[src/rtl/conv_pkg.sv]
// Shared types and defaults for the convolution datapath.
// Pixel and window layouts match proc_elem.img_in.
package conv_pkg;

    localparam int DEF_KERNEL_SIZE    = 3;
    localparam int DEF_PX_SIZE        = 8;
    localparam int DEF_INPUT_CHANNELS = 1;
    localparam int DEF_IMG_WIDTH      = 28;
    localparam int DEF_IMG_HEIGHT     = 28;

    typedef logic [DEF_INPUT_CHANNELS-1:0][DEF_PX_SIZE-1:0] pixel_t;

    typedef pixel_t [DEF_KERNEL_SIZE-1:0][DEF_KERNEL_SIZE-1:0] window_t;

    function automatic int cnt_width(input int n);
        return (n > 1) ? $clog2(n) : 1;
    endfunction

endpackage

[src/rtl/window_buffer_line_buffer.sv]
// Fixed-depth row delay: tap is the word written DEPTH enables ago.
// Storage is deliberately not reset.
module line_buffer #(
    parameter int DEPTH = 28,
    parameter int WIDTH = 8
) (
    input  logic             clk,
    input  logic             en,
    input  logic [WIDTH-1:0] din,
    output logic [WIDTH-1:0] tap
);

    logic [WIDTH-1:0] mem [DEPTH];

    always_ff @(posedge clk) begin
        if (en) begin
            mem[0] <= din;
            for (int i = 1; i < DEPTH; i++) begin
                mem[i] <= mem[i-1];
            end
        end
    end

    assign tap = mem[DEPTH-1];

endmodule

[src/rtl/window_buffer.sv]
// Streaming KxK sliding-window generator, valid windows only.
// Row r=K-1 of the window holds the newest image row.
module window_buffer
    import conv_pkg::*;
#(
    parameter int KERNEL_SIZE    = DEF_KERNEL_SIZE,
    parameter int PX_SIZE        = DEF_PX_SIZE,
    parameter int INPUT_CHANNELS = DEF_INPUT_CHANNELS,
    parameter int IMG_WIDTH      = DEF_IMG_WIDTH,
    parameter int IMG_HEIGHT     = DEF_IMG_HEIGHT
) (
    input  logic clk,
    input  logic rst,
    input  logic [INPUT_CHANNELS-1:0][PX_SIZE-1:0] in_px,
    input  logic in_valid,
    output logic in_ready,
    output logic [KERNEL_SIZE-1:0][KERNEL_SIZE-1:0]
                 [INPUT_CHANNELS-1:0][PX_SIZE-1:0] win_out,
    output logic out_valid,
    input  logic out_ready,
    output logic out_last
);

    localparam int CW = cnt_width(IMG_WIDTH);
    localparam int RW = cnt_width(IMG_HEIGHT);
    localparam int PW = INPUT_CHANNELS * PX_SIZE;

    typedef logic [INPUT_CHANNELS-1:0][PX_SIZE-1:0] px_t;
    typedef px_t [KERNEL_SIZE-1:0][KERNEL_SIZE-1:0] win_t;

    if (KERNEL_SIZE < 2 || IMG_WIDTH < KERNEL_SIZE ||
        IMG_HEIGHT < KERNEL_SIZE) begin : g_bad_cfg
        $error("window_buffer: image smaller than kernel");
    end

    logic [CW-1:0] col;
    logic [RW-1:0] row;
    logic          accept;
    logic          emit;
    logic          last_px;
    px_t           tap [KERNEL_SIZE-1];
    win_t          win_q;
    win_t          win_nxt;

    assign in_ready = !rst && (!out_valid || out_ready);
    assign accept   = in_valid && in_ready;
    assign last_px  = (row == RW'(IMG_HEIGHT-1)) &&
                      (col == CW'(IMG_WIDTH-1));
    assign emit     = accept &&
                      (row >= RW'(KERNEL_SIZE-1)) &&
                      (col >= CW'(KERNEL_SIZE-1));

    // Cascade: delay j feeds delay j+1, so tap j is j+1 rows old.
    for (genvar j = 0; j < KERNEL_SIZE-1; j++) begin : g_lb
        px_t lb_din;
        if (j == 0) begin : g_first
            assign lb_din = in_px;
        end else begin : g_next
            assign lb_din = tap[j-1];
        end
        line_buffer #(
            .DEPTH(IMG_WIDTH),
            .WIDTH(PW)
        ) u_lb (
            .clk (clk),
            .en  (accept),
            .din (lb_din),
            .tap (tap[j])
        );
    end

    always_comb begin
        win_nxt = win_q;
        for (int r = 0; r < KERNEL_SIZE; r++) begin
            for (int k = 0; k < KERNEL_SIZE-1; k++) begin
                win_nxt[r][k] = win_q[r][k+1];
            end
        end
        win_nxt[KERNEL_SIZE-1][KERNEL_SIZE-1] = in_px;
        for (int j = 0; j < KERNEL_SIZE-1; j++) begin
            win_nxt[KERNEL_SIZE-2-j][KERNEL_SIZE-1] = tap[j];
        end
    end

    always_ff @(posedge clk) begin
        if (rst) begin
            col <= '0;
            row <= '0;
        end else if (accept) begin
            if (col == CW'(IMG_WIDTH-1)) begin
                col <= '0;
                if (row == RW'(IMG_HEIGHT-1)) begin
                    row <= '0;
                end else begin
                    row <= row + 1'b1;
                end
            end else begin
                col <= col + 1'b1;
            end
        end
    end

    // Window only moves on accept, which a stall blocks, so it
    // doubles as the held output register.
    always_ff @(posedge clk) begin
        if (rst) begin
            win_q <= '0;
        end else if (accept) begin
            win_q <= win_nxt;
        end
    end

    always_ff @(posedge clk) begin
        if (rst) begin
            out_valid <= 1'b0;
            out_last  <= 1'b0;
        end else if (emit) begin
            out_valid <= 1'b1;
            out_last  <= last_px;
        end else if (out_ready) begin
            out_valid <= 1'b0;
        end
    end

    assign win_out = win_q;

endmodule

[config.mk]
export PLATFORM = sky130hd
export DESIGN_NAME = window_buffer
export DESIGN_NICKNAME = d
export VERILOG_FILES = /design/src/rtl/conv_pkg.sv /design/src/rtl/window_buffer_line_buffer.sv /design/src/rtl/window_buffer.sv
export SDC_FILE = /design/constraint.sdc
export NUM_CORES = 1
export LEC_CHECK = 0
export ABC_AREA = 0
export CORE_UTILIZATION = 58
export DETAILED_ROUTE_END_ITERATION = 16
export PLACE_DENSITY = 0.77
export SYNTH_ARGS = -nofsm -noshare
export SYNTH_HDL_FRONTEND = slang
export SYNTH_SLANG_ARGS = --single-unit
export TNS_END_PERCENT = 100
[constraint.sdc]
create_clock -name clk -period 19.8 [get_ports clk]
set_clock_uncertainty 0.15 [all_clocks]
set_input_delay 3.96 -clock clk [delete_from_list [all_inputs] [get_ports clk]]
set_output_delay 3.96 -clock clk [all_outputs]
set_load 0.01 [all_outputs]
==> results.md <==
- Worst min-delay path category: reg -> reg
- Startpoint Class: input pin
- Post-CTS Setup Bufs: 0
- Number of synthesized flops with an enable pin: roughly 450
- Finish-stage setup viols: 0
- Crit path cell chain: buf_2 > buf_4 > nor2_1 > clkdlybuf4s50_1
- Ant diodes: 0
- Layout area overhead: 18.2%
- Hold-critical path depth: 0
- Slew HR: 24.1%
- Reg-to-Reg End: g_lb[0].u_lb.mem[1][68]
- Routed WL: about 24 mm
- Status: finished, final reports clean
- CTS Sinks: about 530
- Worst vdd rail ir drop: about 0.075 mV
- CP max FO: a little under 90
- H-tree depth: 2
- Unrepaired setup endpoints after global routing: false
- Reg2reg path depth: 4
- CTS Buf Count: 49
- Crit. End Element: output port
- Die width: between 150 and 200 µm
- Share of post-route cells with drive strength above 1: around a tenth
- Antenna viol nets, final: 0
- Synth top area cells: edfxtp_1, dfxtp_1, nand2_1
- # rows: 61
- Post-synth top area cell: edfxtp_1
- Async SR Flop Fraction: 0%
- Crit path max-delay cell type: buf_4
- Clock root cell: clkbuf_16
- Synth cell types: 32
- WL/cell: about 18 µm
- Sequential fraction of the synthesis area: 90.5%
- Max-slew violations: 0
- I/O Buffers: 86
- Period utilization: between 40% and 50%
- Starting Density: 59.6%
- Synth warnings: 0
- First-pass GRT wire length: between 30 and 40 mm
- Vias: 7079
- Fin cells: 1368
- Die area: around 30000 µm²
- Vias in the first global route: a little under 7k
- Vias per Instance: 5.17
- Post-Syn Area: 16700 µm²
- Max cap viols: 0
- Setup TNS Final: 0 ns
- Critical Path RT: approximately 16 ns
- CTS tree: yes
- PD cells: between 100 and 150 nW/µm²
- Final period demand of the worst path: roughly 9.4 ns
- Worst skew pair latency: 0.55 ns
- Worst r2r src: out_valid
- Final hold violation count: 0
- CP Class: in -> out
- Hold Path Sink: g_lb[0].u_lb.mem[1][79]
- Worst hold path startpoint: g_lb[0].u_lb.mem[1][71]
- Crit path from: rst
- Pin count of the biggest net entering global routing: about 220
- Post-CTS resize count: 0
- DP Wirelength: 11.2 mm
- DRC: 0
- Fmax: 0.107 GHz
- Ys flop type: edfxtp_1
- All-Layer GR Usage: between 10% and 20%
- Router iterations before antenna repair: 4
- Detailed Route Iter0 Violations: around 670
- Gr ovfl total: 0
- Pleak: approximately 6.9 nW
- Yosys top cell area share: between 80% and 90%
- Placer Congestion: approximately 0.68
- Least-Margin Pin Slew: approximately 1.1 ns
- Core Area: roughly 28000 µm²
- Post-Place Cells: approximately 1.3k
- Nets: approximately 970
- Cells after Synth: approximately 830
- Hold buffers post-CTS: 0
- Worst reg2reg setup slack: about 17 ns
- CP max stage delay: around 0.6 ns
- I/O pins: between 80 and 90
- Crit path arrival time: ~5.3 ns
- Final hold slack: ~0.26 ns
- Post-synthesis net count: between 800 and 900
- Clk slew on worst S/H paths: approximately 0.06 ns
- #FFs+latches synth: 532
- Antenna violations before repair: 1
- Chip Height: 172 µm
- Max Buffers Root-to-Sink: 3
- Syn Area/Cell: between 20 and 25 µm²
[cells in the mapped netlist (3+ instances only)]
library cell	n
nand3b_1	72
nand2_1	149
nor2_1	4
or3_1	5
edfxtp_1	448
nand3_1	3
clkbuf_1	15
ha_1	4
inv_1	3
a21oi_1	9
dfxtp_1	84
buf_2	10
[placed cells by master (no fill, tap or decap), types with 2 or more instances in the layout]
cell             instances
a21oi_1                  9
a311oi_1                 2
and4b_1                  2
buf_4                    4
bufinv_16                7
clkbuf_1                 5
clkbuf_16               52
clkbuf_8                10
clkdlybuf4s50_1         85
clkinv_1                 4
clkinv_2                 9
clkinv_4                 2
dfxtp_1                 84
edfxtp_1               448
ha_1                     4
inv_1                    3
nand2_1                148
nand3_1                  3
nand3b_1                72
nor2_1                   4
nor2b_1                  2
nor4_1                   2
o21ai_0                  2
o22ai_1                  2
or3_1                    5
or4_1                    2
[where the power goes]
group,internal (mW),switching (mW)
clock,0.609,0.395
combinational,0.0201,0.0351
sequential,1.26,0.0168
total,1.89,0.446
[worst max-delay path by stage]
stage / slack, ns / endpoint
2_1_floorplan: 2.01 / g_lb[0].u_lb.mem[0][0]
3_3_place_gp: 10.42 / in_ready
3_5_place_dp: 10.42 / in_ready
4_1_cts: 10.41 / in_ready
5_1_grt: 10.33 / in_ready
6_report: 10.42 / in_ready
[state kept, by name (all words and copies together) (netlist names)]
signal         cells
col                5
g_lb.u_lb.mem    448
out_last           1
out_valid          1
row                5
win_out           72
[stage by stage]
stage | total power [mW] | area (µm²) | setup WS [ns] | utilization, %
CTS | 2.36 | 19800 | 10.41 | 70.4
global route | 2.41 | 19800 | 10.33 | 70.4
detailed placement | 1.35 | 18000 | 10.42 | 64.1
global placement | 1.35 | 18000 | 10.42 | 64.1
floorplan | 1.35 | 16700 | 2.01 | -
finish | 2.34 | 19800 | 10.42 | 70.4
[cell families after synthesis]
family / Yosys count / share of synthesized area [%]
flip-flops: 532 / 90.5
AND/OR/NAND/NOR: 247 / 7.70
buffers and inverters: 30 / 0.793
AO/OA/AOI/OAI: 19 / 0.681
adder cells (fa/ha/maj): 4 / 0.299
multiplexers: 1 / 0.0598
[worst max-delay path, delay by kind of cell]
family                 cells  cell delay, ns
and+or+nand+nor            1            0.11
buffers and inverters      3            1.18
[metal layers]
layer	wire length (µm)	track usage (%)	up-vias
met1	11100	24.3	3528
met2	11200	25.4	161
met3	1220	4.05	43
met5	13	0	-
li1	-	-	3345
met4	507	5.93	2
[cell type report]
type / count / area, µm²
sequential: 532 / 15100
fill: 1722 / 8310
multi-input combinational: 271 / 1460
clock buffer: 67 / 1460
timing repair buffer: 91 / 906
tap: 378 / 473
clock inverter: 25 / 320
inverter: 4 / 22.5
No activity file was read; power rests on OpenSTA's default activity.
